### src/rtl/booth_pkg.sv
`default_nettype none
// ============================================================================
//  Module      : booth_pkg
//  Description : Shared types and helpers for the sequential Booth multiplier.
//                - state_t   : controller states (IDLE, RUN, DONE)
//                - cnt_width : step-counter width for a given operand width,
//                              i.e. $clog2(WIDTH+2)
//  Revision    : 1.0 - initial release
// ============================================================================
package booth_pkg;

  typedef enum logic [1:0] {
    IDLE = 2'd0,
    RUN  = 2'd1,
    DONE = 2'd2
  } state_t;

  // The counter must hold values 0..WIDTH.
  function automatic int cnt_width(input int width);
    return $clog2(width + 2);
  endfunction

endpackage
`default_nettype wire

### src/rtl/booth_step.sv
`default_nettype none
// ============================================================================
//  Module      : booth_step
//  Description : One combinational radix-2 Booth step. Selects add / subtract
//                / hold of the sign-extended multiplicand based on {X[0], E},
//                then arithmetic-shifts {A, X, E} right by one bit.
//  Ports       : i_a [WIDTH+1:0]  accumulator A
//                i_x [WIDTH:0]    multiplier shift register X
//                i_e              previous multiplier bit E
//                i_y [WIDTH:0]    multiplicand Y
//                o_a, o_x, o_e    next A, X, E
//  Revision    : 1.0 - initial release
// ============================================================================
module booth_step
  import booth_pkg::*;
#(
  parameter int WIDTH = 5
) (
  input  logic [WIDTH+1:0] i_a,
  input  logic [WIDTH:0]   i_x,
  input  logic             i_e,
  input  logic [WIDTH:0]   i_y,
  output logic [WIDTH+1:0] o_a,
  output logic [WIDTH:0]   o_x,
  output logic             o_e
);

  logic [WIDTH+1:0] w_y_ext;
  logic [WIDTH+1:0] w_sum;

  assign w_y_ext = {i_y[WIDTH], i_y};

  always_comb begin
    w_sum = i_a;
    case ({i_x[0], i_e})
      2'b01:   w_sum = i_a + w_y_ext;
      2'b10:   w_sum = i_a - w_y_ext;
      default: w_sum = i_a;
    endcase
  end

  // Arithmetic shift of the concatenation {A, X, E}: A's MSB is replicated,
  // A's LSB drops into X, X's LSB becomes the new E.
  assign o_a = {w_sum[WIDTH+1], w_sum[WIDTH+1:1]};
  assign o_x = {w_sum[0], i_x[WIDTH:1]};
  assign o_e = i_x[0];

endmodule
`default_nettype wire

### src/rtl/booth_mult_seq.sv
`default_nettype none
// ============================================================================
//  Module      : booth_mult_seq
//  Description : Sequential radix-2 Booth multiplier, WIDTH x WIDTH -> 2*WIDTH,
//                signed or unsigned per transaction, valid/ready on both sides.
//                Operands are widened by one bit so unsigned values run through
//                the same signed Booth recurrence; WIDTH+1 steps are taken.
//  Ports       : clk, rst_n (async, active-low)
//                in_valid / in_ready, in_x, in_y, in_signed  - operand side
//                out_valid / out_ready, out_product          - result side
//                busy                                        - RUN or DONE
//  Revision    : 1.0 - initial release
// ============================================================================
module booth_mult_seq
  import booth_pkg::*;
#(
  parameter int WIDTH = 5
) (
  input  logic                 clk,
  input  logic                 rst_n,
  input  logic                 in_valid,
  output logic                 in_ready,
  input  logic [WIDTH-1:0]     in_x,
  input  logic [WIDTH-1:0]     in_y,
  input  logic                 in_signed,
  output logic                 out_valid,
  input  logic                 out_ready,
  output logic [2*WIDTH-1:0]   out_product,
  output logic                 busy
);

  localparam int             CNT_W      = cnt_width(WIDTH);
  localparam logic [CNT_W-1:0] c_last_cnt = CNT_W'(WIDTH);

  state_t r_state;
  state_t w_state_next;

  logic [WIDTH+1:0]   r_a;
  logic [WIDTH:0]     r_x;
  logic [WIDTH:0]     r_y;
  logic               r_e;
  logic [CNT_W-1:0]   r_cnt;
  logic [2*WIDTH-1:0] r_product;

  logic [WIDTH+1:0]   w_a_next;
  logic [WIDTH:0]     w_x_next;
  logic               w_e_next;
  logic [2*WIDTH+2:0] w_full;
  logic [2:0]         w_unused_hi;
  logic               w_accept;
  logic               w_last;

  booth_step #(
    .WIDTH (WIDTH)
  ) u_step (
    .i_a (r_a),
    .i_x (r_x),
    .i_e (r_e),
    .i_y (r_y),
    .o_a (w_a_next),
    .o_x (w_x_next),
    .o_e (w_e_next)
  );

  // The exact product always fits in the low 2*WIDTH bits; the top bits are
  // only sign replicas of the widened operands.
  assign w_full      = {w_a_next, w_x_next};
  assign w_unused_hi = w_full[2*WIDTH+2:2*WIDTH];

  assign w_accept = in_valid && (r_state == IDLE);
  assign w_last   = (r_state == RUN) && (r_cnt == c_last_cnt);

  // --------------------------------------------------------------------------
  // FSM: state register
  // --------------------------------------------------------------------------
  always_ff @(posedge clk or negedge rst_n) begin
    if (!rst_n) begin
      r_state <= IDLE;
    end else begin
      r_state <= w_state_next;
    end
  end

  // --------------------------------------------------------------------------
  // FSM: next state and handshake outputs
  // --------------------------------------------------------------------------
  always_comb begin
    w_state_next = r_state;
    in_ready     = 1'b0;
    out_valid    = 1'b0;
    busy         = 1'b0;
    case (r_state)
      IDLE: begin
        in_ready = 1'b1;
        if (in_valid) w_state_next = RUN;
      end
      RUN: begin
        busy = 1'b1;
        if (r_cnt == c_last_cnt) w_state_next = DONE;
      end
      DONE: begin
        busy      = 1'b1;
        out_valid = 1'b1;
        if (out_ready) w_state_next = IDLE;
      end
      default: w_state_next = IDLE;
    endcase
  end

  // --------------------------------------------------------------------------
  // Datapath registers
  // --------------------------------------------------------------------------
  always_ff @(posedge clk or negedge rst_n) begin
    if (!rst_n) begin
      r_a       <= '0;
      r_x       <= '0;
      r_y       <= '0;
      r_e       <= 1'b0;
      r_cnt     <= '0;
      r_product <= '0;
    end else if (w_accept) begin
      r_y   <= {in_signed & in_y[WIDTH-1], in_y};
      r_x   <= {in_signed & in_x[WIDTH-1], in_x};
      r_a   <= '0;
      r_e   <= 1'b0;
      r_cnt <= '0;
    end else if (r_state == RUN) begin
      r_a   <= w_a_next;
      r_x   <= w_x_next;
      r_e   <= w_e_next;
      r_cnt <= r_cnt + CNT_W'(1);
      // Result is captured once, on the final step, so it stays stable
      // through DONE and afterwards until the next completion.
      if (w_last) r_product <= w_full[2*WIDTH-1:0];
    end
  end

  assign out_product = r_product;

endmodule
`default_nettype wire

### config.mk
export PLATFORM = sky130hd
export DESIGN_NAME = booth_mult_seq
export DESIGN_NICKNAME = d
export VERILOG_FILES = /design/src/rtl/booth_pkg.sv /design/src/rtl/booth_step.sv /design/src/rtl/booth_mult_seq.sv
export SDC_FILE = /design/constraint.sdc
export NUM_CORES = 1
export LEC_CHECK = 0
export BUFFER_PORTS_ARGS = -buffer_cell sky130_fd_sc_hd__clkbuf_2
export CAP_MARGIN = 10
export CELL_PAD_IN_SITES_DETAIL_PLACEMENT = 1
export CELL_PAD_IN_SITES_GLOBAL_PLACEMENT = 1
export CORE_AREA = 5 5 81 83
export CTS_CLUSTER_DIAMETER = 30
export DETAILED_ROUTE_END_ITERATION = 8
export DIE_AREA = 0 0 86 88
export PLACE_DENSITY = 0.66
export SYNTH_ARGS = -nofsm -noshare
export SYNTH_HDL_FRONTEND = slang
export SYNTH_SLANG_ARGS = --single-unit
export TNS_END_PERCENT = 1
### constraint.sdc
create_clock -name clk -period 2.5 [get_ports clk]
set_clock_uncertainty 0.05 [all_clocks]
set_input_delay 0.125 -clock clk [delete_from_list [all_inputs] [get_ports clk]]
set_output_delay 0.125 -clock clk [all_outputs]
set_load 0.01 [all_outputs]
==> results of run 1 <==
## power by group through the flow
stage	clock (µW)	combinational, µW	sequential, µW
global placement	0	1990	972
detailed placement	0	2040	980
finish	438	2080	965
floorplan	0	1560	966
global route	484	2380	1010
CTS	456	2060	969
## kinds of logic after synthesis
logic type	after synthesis	share of synthesized area (%)
simple gates	62	15.2
compound gates	38	11.5
flops	34	44.1
buf+inv	20	4.80
mux	19	10.4
fa+ha+maj	14	9.47
xor+xnor	10	4.54
## cells in the mapped netlist, types with 2 or more instances
master / instances / share of area (%)
xor2_1: 2 / 0.91
ha_1: 13 / 8.4
mux2_2: 9 / 5.3
nand3_1: 4 / 1.0
nor2b_1: 3 / 0.97
nor3_1: 2 / 0.52
dfrtp_1: 34 / 44
o21a_1: 2 / 0.78
xnor2_1: 8 / 3.6
mux2i_1: 10 / 5.2
inv_1: 12 / 2.3
o21ai_0: 14 / 3.6
nor2_1: 16 / 3.1
nand2b_1: 2 / 0.65
a21oi_1: 10 / 2.6
buf_2: 5 / 1.3
nand2_1: 28 / 5.4
a31oi_1: 3 / 0.97
## path summary, 6_finish.rpt
check / start / end / slack, ps / cells past startpoint
setup / recovery: r_y[0]$_DFFE_PN0P_ / r_a[2]$_DFFE_PN0P_ / 160 / 9
hold / removal: in_y[4] / r_y[4]$_DFFE_PN0P_ / 9 / 3
setup reg to reg: r_y[0]$_DFFE_PN0P_ / r_a[2]$_DFFE_PN0P_ / 160 / 9
hold reg to reg: out_product[9]$_DFFE_PN0P_ / out_product[9]$_DFFE_PN0P_ / 440 / 1
max in group asynchronous: rst_n / out_product[5]$_DFFE_PN0P_ / 1430 / 2
min in group asynchronous: rst_n / out_product[1]$_DFFE_PN0P_ / 420 / 2
## routing by layer
layer / vias to the layer above / wire [µm] / global-route usage [%]
met4: 0 / 73 / 5.18
met2: 24 / 2110 / 22.5
met3: 5 / 164 / 3.57
li1: 753 / - / -
met5: - / 0 / 0
met1: 737 / 1880 / 14.8
## registers in the layout (all words and copies together), names as in the netlist
register and count:
out_product 10, r_a 6, r_x 6, r_y 6, r_cnt 3, r_state 2, r_e 1
## worst min-delay path, stage by stage
cell	delay (ps)
clkbuf_2	90
nand2_1	50
nand2_1	50
## layout make-up
type	count	area, µm²	share of cell area [%]
Clock buffer	6	82.6	3.52
Multi-Input combinational cell	143	1000	42.6
Timing Repair Buffer	41	263	11.2
Clock inverter	2	12.5	0.533
Sequential cell	34	851	36.2
Tap cell	75	93.8	4.00
Inverter	12	45.0	1.92
## repair_timing
item                       in CTS  in global routing
resized for setup               0                  4
hold endpoints to repair       42                  0
hold buffers                    9                  0
setup endpoints to repair       0                  3
## metrics by stage
step / hold WS [ps] / power (µW)
3_5_place_dp: 249 / 3020
6_report: 9.19 / 3480
3_3_place_gp: 246 / 2960
4_1_cts: 8.31 / 3490
5_1_grt: 5.29 / 3870
2_1_floorplan: -221 / 2530
==> impl_summary.txt, run 1 <==
----------------------------------------------------
[Yosys]
  Mean instance size in the synthesized netlist ... 9.79 µm²
  EDFF count, synth ... 0
  Yosys warnings ... 0
  Ys flop type ... dfrtp_1
  Post-synthesis cell type count ... 38
  Number of storage elements in the synthesis netlist ... 34
  Async set-reset flop share out of synthesis ... 100%
  Number of cells produced by synthesis ... 197
  Cell area after synthesis ... 0.00193 mm²
  Sequential element share of the synthesized area ... 44.1%
  Post-Syn Nets ... 226

[Power]
  Highest ir drop seen on vdd ... 0.000547 V
  Pwr per Cell Area ... 1480 mW/mm²
  Portion of total power attributed to sequential cells ... 27.7%
  Sw Pwr ... 1510 µW
  Sw Share ... 43.5%
  Internal power consumption ... 1970 µW
  Leakage power of the design ... 0.00112 µW
  Proportion of power drawn by the clock network ... 12.6%
  Combinational cell fraction of total power ... 59.7%

[GRT]
  Total track usage ... 12.8%
  Gr ovfl total ... 0
  Via count of the first global-routing pass ... 1647
  Maximum number of pins on one net before global-route repair ... 35
  Number of antenna violations at the first check in global routing ... 0
  Wire length of the first global-routing pass ... 7580 µm

[Timing]
  Smallest setup slack after layout ... 161 ps
  Highest achievable clock rate ... 427 MHz
  Max-slew violation count ... 0
  Total negative slack ... 0 ps
  Tightest slew margin relative to the limit ... 42.0%
  Number of endpoints failing setup at the final stage ... 0
  Worst Max-Slew Pin Slew ... 870 ps
  Hold Violations, Final ... 0
  Final critical delay including setup and external delays ... 2340 ps
  Share of the cycle needed by the critical path after routing ... 93.6%
  Unrepaired setup endpoints after global routing ... no

[Die]
  Die area ... 0.00757 mm²
  Row Count ... 28
  Core ar. ... 0.00578 mm²
  Horiz. Die Dim ... 86 µm
  Effective utilization at floorplan ... 33.4%
  Die H ... 88 µm
  Total I/O pin count ... 28

[Critical path]
  Critical path capture point type ... register
  Path type of the worst setup path ... reg2reg
  Critical Path Source Type ... register
  Crit-path leading delay family ... simple AND/OR/NAND/NOR gates
  Most used cell, CP ... ha_1
  WP buf/inv ... 1
  Slowest Stage Delay on Critical Path ... 480 ps
  Cells along the critical path ... inv_1, ha_1, mux2i_2, ha_1, nor2b_1, o21ai_0, or4b_1, nand3_1, a21oi_1
  Cell with the largest stage delay on the worst path ... or4b_1
  Critical path peak fanout ... 3
  Worst endpoint data arrival time ... 2450 ps
  Required time of the critical path ... 2610 ps

[Clock network]
  Clock tree from TritonCTS ... built
  Master cell of the clock root buffer ... clkbuf_8
  Deepest level of the CTS H-tree ... 2
  Clock Sink Count ... 34
  Register clock-pin slew on the reported worst setup and hold paths ... 80 ps
  Clock Latency Late Sink ... 290 ps
  Maximum number of buffers from clock root to sink ... 2
  Buffers inserted by post-CTS timing repair ... 0
  Total clock buffers created by CTS ... 5

[Route]
  Overall via count from detail_route ... 1519
  Via-to-Cell Ratio ... 4.85
  Wire length reported by the detailed router ... 4220 µm
  Drc violations ... 0
  DR iter-0 viols ... 33
  Number of search-and-repair iterations in the first detailed-routing pass ... 4
  Detail Route Antenna Nets ... 0
  Average routed wire per standard cell ... 13.5 µm

[Worst hold path]
  Hold crit path type ... in2reg

[Place]
  DP Area ... 0.00215 mm²
  Placed cell count ... 296
  Post-detail-place hpwl ... 3180 µm
  Routability congestion estimate from global placement ... 0.750
  Pre-CTS worst setup slack ... 94.7 ps
  Number of buffers added on ports ... 27

[Layout]
  Antenna diode instance count ... 0
  Share of final-layout standard cells stronger than drive strength 1 ... 22.3%
  Net count, final ... 266
  Non-filler cells, final ... 313
  Final instance area ... 0.00235 mm²
  Most frequent standard cell in the layout excluding fill and tap cells ... dfrtp_1
  Highest-count cells in the layout ignoring fill and taps ... dfrtp_1 (34), nand2_1 (28), clkbuf_2 (27)
  Share of the core filled with cells in the final layout ... 40.6%
  Filler cell count ... 674
  Area overhead of the layout relative to synthesis ... 21.7%

[Flow run]
  Maximum capacitance violations ... 0

[Outcome]
  Outcome ... finished clean

----------------------------------------------------
No activity file was read; power rests on OpenSTA's default activity.
==> run 2: changes to the inputs <==
--- a/config.mk
+++ b/config.mk
@@ -9,12 +9,15 @@
 export CAP_MARGIN = 10
 export CELL_PAD_IN_SITES_DETAIL_PLACEMENT = 1
 export CELL_PAD_IN_SITES_GLOBAL_PLACEMENT = 1
-export CORE_AREA = 5 5 81 83
+export CORE_AREA = 5 5 83 85
+export CTS_BUF_LIST = sky130_fd_sc_hd__clkbuf_2
 export CTS_CLUSTER_DIAMETER = 30
 export DETAILED_ROUTE_END_ITERATION = 8
-export DIE_AREA = 0 0 86 88
-export PLACE_DENSITY = 0.66
+export DIE_AREA = 0 0 88 90
+export PLACE_DENSITY = 0.65
+export SETUP_SLACK_MARGIN = 0.4
 export SYNTH_ARGS = -nofsm -noshare
 export SYNTH_HDL_FRONTEND = slang
+export SYNTH_HIERARCHICAL = 1
 export SYNTH_SLANG_ARGS = --single-unit
 export TNS_END_PERCENT = 1
==> run 2 against run 1 <==
Compared with the run above:
- critical endpoint is now r_a[5]$_DFFE_PN0P_
- critical path depth increased by 2
- synthesized cell count increased by 1.0%
- design area grew 8.3%
- power up 17%
- the run now ends with setup timing left
- routed wire length up 6.7%
==> impl_summary.txt, run 2 <==
----------------------------------------------------
[Place]
  Placed cell count ... 294 (-0.68%)
  Pre-CTS worst setup slack ... -44.5 ps (-139 ps)
  Number of buffers added on ports ... 27 (unchanged)
  Post-detail-place hpwl ... 3260 µm (+2.4%)
  Routability congestion estimate from global placement ... 0.736 (-1.9%)

[Die]
  Die H ... 90 µm (+2.3%)
  Horiz. Die Dim ... 88 µm (+2.3%)
  Total I/O pin count ... 28 (unchanged)
  Effective utilization at floorplan ... 33.4% (about the same)
  Row Count ... 29 (+3.6%)
  Core ar. ... 0.00613 mm² (+6.1%)
  Die area ... 0.00792 mm² (+4.7%)

[Clock network]
  Total clock buffers created by CTS ... 5 (unchanged)
  Clock Sink Count ... 35 (+2.9%)
  Clock Latency Late Sink ... 370 ps (+80 ps)
  Master cell of the clock root buffer ... clkbuf_2
  Clock tree from TritonCTS ... built
  Deepest level of the CTS H-tree ... 2 (unchanged)
  Register clock-pin slew on the reported worst setup and hold paths ... 170 ps (+90 ps)
  Maximum number of buffers from clock root to sink ... 2 (unchanged)

[Critical path]
  Cells along the critical path ... inv_1, ha_2, mux2i_4, fa_2, a21o_1, a221oi_4, xnor2_1, nor2_1, xor2_1, mux2i_1, nor2_1
  Slowest Stage Delay on Critical Path ... 450 ps (-30 ps)
  Critical Path Source Type ... register
  Critical path peak fanout ... 4 (+1)
  WP buf/inv ... 1 (unchanged)
  Crit-path leading delay family ... adder cells
  Path depth of the worst reg2reg path ... 11 (+2)
  Worst endpoint data arrival time ... 2730 ps (+280 ps)
  Capture point of the worst reg-to-reg path ... r_a[5]$_DFFE_PN0P_
  Required time of the critical path ... 2710 ps (+100 ps)
  Reg-to-reg startpoint ... r_y[1]$_DFFE_PN0P_
  Worst reg-to-reg setup slack ... -20 ps (-180 ps)
  Cell with the largest stage delay on the worst path ... dfrtp_1
  Critical path capture point type ... register
  Path type of the worst setup path ... reg2reg
  Most used cell, CP ... nor2_1

[Yosys]
  Post-Syn Nets ... 229 (+1.3%)
  Most area-hungry cell type in the Yosys netlist ... dfrtp_1
  Number of storage elements in the synthesis netlist ... 35 (+2.9%)
  Top cell type's share of synthesized area ... 42.8% (-1.3 points)
  Top cell types by occurrence after synthesis ... dfrtp_1 (35), nand2_1 (30), nor2_1 (17)
  Yosys warnings ... 6 (+6)
  Async set-reset flop share out of synthesis ... 100% (unchanged)
  Sequential element share of the synthesized area ... 42.8% (-1.3 points)
  Number of cells produced by synthesis ... 199 (+1.0%)
  Cell area after synthesis ... 0.00205 mm² (+6.0%)
  Library cell with the highest instance count after synthesis ... dfrtp_1
  Area contributors post-synth ... dfrtp_1 (43%), ha_1 (8.6%), mux2i_1 (7.8%)
  Ys flop type ... dfrtp_1
  Mean instance size in the synthesized netlist ... 10.3 µm² (+5.0%)
  Post-synthesis cell type count ... 32 (-16%)
  EDFF count, synth ... 0 (unchanged)

[Timing]
  Worst Max-Slew Pin Slew ... 885 ps (+15.7 ps)
  Unrepaired setup endpoints after global routing ... yes
  Share of the cycle needed by the critical path after routing ... 101% (+7.4 points)
  Highest achievable clock rate ... 396 MHz (-7.3%)
  Total negative slack ... -46.1 ps (-46.1 ps)
  Smallest setup slack after layout ... -23.2 ps (-184 ps)
  Final critical delay including setup and external delays ... 2520 ps (+184 ps)
  Max-slew violation count ... 0 (unchanged)
  Number of endpoints failing setup at the final stage ... 2 (+2)
  Tightest slew margin relative to the limit ... 41.0% (-1.0 points)
  Hold Violations, Final ... 0 (unchanged)

[Layout]
  Antenna diode instance count ... 0 (unchanged)
  Highest-count cells in the layout ignoring fill and taps ... dfrtp_1 (35), clkbuf_2 (33), nand2_1 (30)
  Most frequent standard cell in the layout excluding fill and tap cells ... dfrtp_1
  Number of flip-flops under the largest register name ... 10 (unchanged)
  Filler cell count ... 701 (+4.0%)
  Area overhead of the layout relative to synthesis ... 24.3%
  Net count, final ... 270 (+1.5%)
  Non-filler cells, final ... 318 (+1.6%)
  Share of final-layout standard cells stronger than drive strength 1 ... 32.0% (+9.7 points)

[Worst hold path]
  Instance count along the most critical hold path ... 4 (+1)
  Hold crit path type ... in2reg
  Hold wc startpoint ... in_valid
  Destination of the worst hold path ... r_y[2]$_DFFE_PN0P_

[Power]
  Highest ir drop seen on vdd ... 0.000594 V (+8.6%)
  Internal power consumption ... 2400 µW (+22%)
  Total power of the final layout ... 4060 µW (+17%)
  Pwr per Cell Area ... 1600 mW/mm² (+7.7%)
  Proportion of power drawn by the clock network ... 11.5% (-1.1 points)
  Sw Pwr ... 1660 µW (+9.9%)
  Combinational cell fraction of total power ... 63.8% (+4.1 points)
  Portion of total power attributed to sequential cells ... 24.7% (-3.0 points)
  Sw Share ... 41.0% (-2.5 points)
  Leakage power of the design ... 0.00126 µW (+12%)

[GRT]
  Via count of the first global-routing pass ... 1657 (+0.61%)
  Gr ovfl total ... 0 (unchanged)
  Number of antenna violations at the first check in global routing ... 0 (unchanged)
  Maximum number of pins on one net before global-route repair ... 36 (+2.9%)
  Total track usage ... 12.6% (-0.26 points)
  Wire length of the first global-routing pass ... 7860 µm (+3.7%)

[Route]
  Wire length reported by the detailed router ... 4510 µm (+6.7%)
  Detail Route Antenna Nets ... 0 (unchanged)
  Number of search-and-repair iterations in the first detailed-routing pass ... 4 (unchanged)
  Drc violations ... 0 (unchanged)
  Via-to-Cell Ratio ... 4.80 (-1.1%)
  Overall via count from detail_route ... 1527 (+0.53%)
  DR iter-0 viols ... 36 (+9.1%)
  Average routed wire per standard cell ... 14.2 µm (+5.1%)

[Outcome]
  Violations in the final reports ... setup timing
  Outcome ... finished with violations

[Flow run]
  Maximum capacitance violations ... 0 (unchanged)

----------------------------------------------------
## run 2: per-layer routing
layer  track usage (%)  routed length [µm]  vias up
met5                 0                   0        -
met4              4.86                  50        0
met3              2.93                 121        4
met2              21.1                2390       21
met1              15.3                1940      760
li1                  -                   -      742
## run 2: cell families (layout without fill, tap and decap cells)
kind of cell	count (synthesis)	after routing	synth area share, %
AND/OR/NAND/NOR	62	62	14.0
flip-flops	35	35	42.8
multiplexers	29	29	15.0
AO/OA/AOI/OAI	24	24	7.46
buffers and inverters	23	65	6.48
adder cells (fa/ha/maj)	15	15	9.54
XOR/XNOR	11	11	4.71
## run 2: worst max-delay path by stage
stage / from / endpoint / slack (ps) / cells after the start
after floorplan: r_x[0]$_DFFE_PN0P_ / r_a[6]$_DFFE_PN0P_ / 60 / 12
after global placement: r_y[1]$_DFFE_PN0P_ / r_a[5]$_DFFE_PN0P_ / 60 / 12
after detailed placement: r_y[1]$_DFFE_PN0P_ / r_a[6]$_DFFE_PN0P_ / -40 / 11
after CTS: r_y[1]$_DFFE_PN0P_ / r_a[6]$_DFFE_PN0P_ / 30 / 12
after global routing: r_y[1]$_DFFE_PN0P_ / r_a[5]$_DFFE_PN0P_ / -150 / 11
final: r_y[1]$_DFFE_PN0P_ / r_a[5]$_DFFE_PN0P_ / -20 / 11
## run 2: power by group through the flow
stage / clock network, µW / logic [µW] / registers, µW
2_1_floorplan: 0 / 1800 / 999
3_3_place_gp: 0 / 2220 / 1010
3_5_place_dp: 0 / 2280 / 1020
4_1_cts: 488 / 2450 / 1010
5_1_grt: 511 / 2910 / 1040
6_report: 467 / 2590 / 1000
## run 2: layout make-up
cell class | count | area (µm²) | area share [%]
repair buffers | 49 | 330 | 13.0
clock inverters | 2 | 60.1 | 2.36
flip-flops and latches | 35 | 876 | 34.4
well taps | 77 | 96.3 | 3.79
multi-input cells | 141 | 1120 | 44.1
clock buffers | 6 | 30.0 | 1.18
inverters | 8 | 30.0 | 1.18
## run 2: through the flow
stage	utilization (%)	instance area, µm²	hold slack [ps]
after floorplan	-	2070	-221
after global placement	36.6	2240	246
after detailed placement	36.6	2240	247
after CTS	40.8	2500	102
after global routing	41.5	2540	100
final	41.5	2540	129
## run 2: worst reg2reg max path: cells and delay by family, from the launching register on
family	cells	cell delay, ps
AOI/OAI and AO/OA	2	500
muxes	2	210
adders and majority gates	2	700
and+or+nand+nor	2	120
xor gates and xnor gates	2	320
buffers and inverters	1	70
DFF	1	450
## run 2: timing repair
item | 4_1_cts | 5_1_grt
setup endpoints to repair | 10 | 11
hold buffers | 12 | 0
pin swaps | 3 | 1
setup buffers | 3 | 1
gates resized for setup | 3 | 12
hold endpoints to repair | 47 | 0
==> run 3: changes to the inputs <==
--- a/config.mk
+++ b/config.mk
@@ -15,6 +15,7 @@
 export DETAILED_ROUTE_END_ITERATION = 8
 export DIE_AREA = 0 0 88 90
 export PLACE_DENSITY = 0.65
+export REMOVE_ABC_BUFFERS = 1
 export SETUP_SLACK_MARGIN = 0.4
 export SYNTH_ARGS = -nofsm -noshare
 export SYNTH_HDL_FRONTEND = slang
==> run 3 against run 2 <==
Compared with the run above:
- the run now ends clean
- worst hold slack improved by 1.4 ps
- non-clock buffer count rose by 4
- highest routed layer unchanged
- core utilization is 0.29 points lower
- sequential share of layout area grew 0.24 points
- register-to-register slack improved by 30 ps
- largest cell class unchanged
- clock power is 41% lower
- flip-flop and latch count unchanged
- combinational power increased by 2%
- fmax up 1.2%
- global-route usage rose by 0.31 points
- first-iteration DRC count down 19%
- via count increased by 0.52%
==> impl_summary.txt, run 3 (synthesis results as in run 2) <==
----------------------------------------------------
[Outcome]
  Outcome ... finished clean

[Critical path]
  Reg-to-reg startpoint ... r_x[0]$_DFFE_PN0P_
  Cells along the critical path ... ha_4, a21oi_1, xnor2_1, ha_1, and3_4, a221oi_2, xnor2_1, nor2_1, xor2_1, mux2i_1, nor2_1
  Slowest Stage Delay on Critical Path ... 460 ps (about the same)
  Worst endpoint data arrival time ... 2720 ps (about the same)
  Critical path capture point type ... register
  Cell with the largest stage delay on the worst path ... dfrtp_1
  Worst reg-to-reg setup slack ... 6 ps (+30 ps)
  Critical path peak fanout ... 7 (+3)
  Path type of the worst setup path ... reg2reg
  Path depth of the worst reg2reg path ... 11 (unchanged)
  Critical Path Source Type ... register
  Capture point of the worst reg-to-reg path ... r_a[5]$_DFFE_PN0P_
  Required time of the critical path ... 2730 ps (+20 ps)

[Timing]
  Final critical delay including setup and external delays ... 2490 ps (-29.3 ps)
  Total negative slack ... 0 ps (+46.1 ps)
  Share of the cycle needed by the critical path after routing ... 99.8% (-1.2 points)
  Worst hold margin ... 130 ps (+1.35 ps)
  Hold Violations, Final ... 0 (unchanged)
  Tightest slew margin relative to the limit ... 41.3% (+0.34 points)
  Number of endpoints failing setup at the final stage ... 0 (-2)
  Worst Max-Slew Pin Slew ... 880 ps (-5.04 ps)
  Highest achievable clock rate ... 401 MHz (+1.2%)
  Max-slew violation count ... 0 (unchanged)
  Unrepaired setup endpoints after global routing ... yes

[Clock network]
  Total clock buffers created by CTS ... 5 (unchanged)
  Master cell of the clock root buffer ... clkbuf_2
  Register clock-pin slew on the reported worst setup and hold paths ... 200 ps (+30 ps)
  Clock Sink Count ... 35 (unchanged)
  Maximum number of buffers from clock root to sink ... 2 (unchanged)
  Clock Latency Late Sink ... 390 ps (+20 ps)
  Clock tree from TritonCTS ... built
  Deepest level of the CTS H-tree ... 2 (unchanged)

[Power]
  Leakage power of the design ... 0.00124 µW (-0.82%)
  Portion of total power attributed to sequential cells ... 25.7% (+1.0 points)
  Proportion of power drawn by the clock network ... 7.0% (-4.5 points)
  Sw Pwr ... 1690 µW (+1.7%)
  Total power of the final layout ... 3930 µW (-3.3%)
  Pwr per Cell Area ... 1560 mW/mm² (-2.6%)
  Combinational cell fraction of total power ... 67.4% (+3.6 points)
  Internal power consumption ... 2240 µW (-6.7%)
  Sw Share ... 43.1% (+2.1 points)
  Highest ir drop seen on vdd ... 0.000610 V (+2.7%)

[Worst hold path]
  Destination of the worst hold path ... r_state[1]$_DFFE_PN0P_
  Instance count along the most critical hold path ... 4 (unchanged)
  Hold wc startpoint ... out_ready
  Hold crit path type ... in2reg

[Die]
  Horiz. Die Dim ... 88 µm (unchanged)
  Die area ... 0.00792 mm² (unchanged)
  Total I/O pin count ... 28 (unchanged)
  Core ar. ... 0.00613 mm² (unchanged)
  Row Count ... 29 (unchanged)
  Effective utilization at floorplan ... 33.4% (unchanged)
  Die H ... 90 µm (unchanged)

[Layout]
  Number of flip-flops under the largest register name ... 10 (unchanged)
  Non-filler cells, final ... 322 (+1.3%)
  Most frequent standard cell in the layout excluding fill and tap cells ... dfrtp_1
  Highest-count cells in the layout ignoring fill and taps ... dfrtp_1 (35), clkbuf_2 (33), nand2_1 (30)
  Antenna diode instance count ... 0 (unchanged)
  Share of final-layout standard cells stronger than drive strength 1 ... 34.3% (+2.3 points)
  Net count, final ... 274 (+1.5%)
  Area overhead of the layout relative to synthesis ... 23.5%

[GRT]
  Gr ovfl total ... 0 (unchanged)
  Maximum number of pins on one net before global-route repair ... 36 (unchanged)
  Number of antenna violations at the first check in global routing ... 0 (unchanged)
  Via count of the first global-routing pass ... 1621 (-2.2%)
  Wire length of the first global-routing pass ... 8040 µm (+2.3%)
  Total track usage ... 12.9% (+0.31 points)

[Route]
  Number of search-and-repair iterations in the first detailed-routing pass ... 4 (unchanged)
  DR iter-0 viols ... 29 (-19%)
  Average routed wire per standard cell ... 14.4 µm (+1.5%)
  Via-to-Cell Ratio ... 4.77 (-0.72%)
  Drc violations ... 0 (unchanged)
  Overall via count from detail_route ... 1535 (+0.52%)
  Detail Route Antenna Nets ... 0 (unchanged)
  Wire length reported by the detailed router ... 4630 µm (+2.8%)

[Place]
  Placed cell count ... 295 (+0.34%)
  Number of buffers added on ports ... 27 (unchanged)
  Post-detail-place hpwl ... 3170 µm (-2.8%)
  Routability congestion estimate from global placement ... 0.731 (-0.67%)

[Flow run]
  Maximum capacitance violations ... 0 (unchanged)

----------------------------------------------------
run 3: cell types whose count changed in the layout (fill, tap and decap cells not counted), sizes merged:
cell / delta
clkinv: +1
bufinv: -2
buf: +4
clkinvlp: +1
run 3: worst max-delay path, delay by kind of cell (launching register included):
kind,cells,cell delay (ps)
muxes,1,140
adders and majority gates,2,500
AOI/OAI and AO/OA,2,440
DFF,1,460
and+or+nand+nor,3,310
xor gates and xnor gates,3,470
run 3: worst max path at each step:
stage	start	endpoint	slack (ps)	cells after the start
detailed placement	r_x[0]$_DFFE_PN0P_	r_a[5]$_DFFE_PN0P_	-50	10
finish	r_x[0]$_DFFE_PN0P_	r_a[5]$_DFFE_PN0P_	6	11
floorplan	r_x[0]$_DFFE_PN0P_	r_a[5]$_DFFE_PN0P_	140	10
CTS	r_x[0]$_DFFE_PN0P_	r_a[5]$_DFFE_PN0P_	9	10
global route	r_x[0]$_DFFE_PN0P_	r_a[6]$_DFFE_PN0P_	-210	11
global placement	r_e$_DFFE_PN0P_	r_a[5]$_DFFE_PN0P_	40	11
run 3: power by group through the flow:
stage | combinational, µW | sequential [µW] | clock [µW]
after floorplan | 1590 | 999 | 0
after global placement | 2160 | 1000 | 0
after detailed placement | 2230 | 1020 | 0
after CTS | 2530 | 1010 | 288
after global routing | 2940 | 1050 | 315
final | 2650 | 1010 | 274
run 3: stage by stage:
| stage | cell area, µm² | setup WS (ps) | util, % |
|---|---|---|---|
| 2_1_floorplan | 1940 | 136 | - |
| 3_3_place_gp | 2230 | 37.2 | 36.3 |
| 3_5_place_dp | 2230 | -54.9 | 36.3 |
| 4_1_cts | 2490 | 9.28 | 40.6 |
| 5_1_grt | 2530 | -214 | 41.2 |
| 6_report | 2530 | 6.05 | 41.2 |
run 3: final cells by class:
type	instances	area, µm²
timing repair buffer	53	360
clock buffer	6	30.0
sequential	35	876
inverter	8	30.0
tap	77	96.3
multi-input combinational	141	1120
clock inverter	2	12.5
fill	692	3610
run 3: layer usage:
| metal | GRT usage [%] | part of all wire (%) | up-vias |
|---|---|---|---|
| li1 | - | - | 750 |
| met1 | 16.4 | 43 | 758 |
| met2 | 21.2 | 52 | 19 |
| met3 | 2.93 | 2.5 | 8 |
| met4 | 4.48 | 1.9 | 0 |
| met5 | 0 | 0 | - |
run 3: what timing repair did:
item,4_1_cts,5_1_grt
gates cloned,0,0
hold buffers,12,0
hold endpoints to repair,47,0
endpoints found under the setup margin,17,17
pin swaps,13,7
setup buffers,7,0
resized for setup,11,12
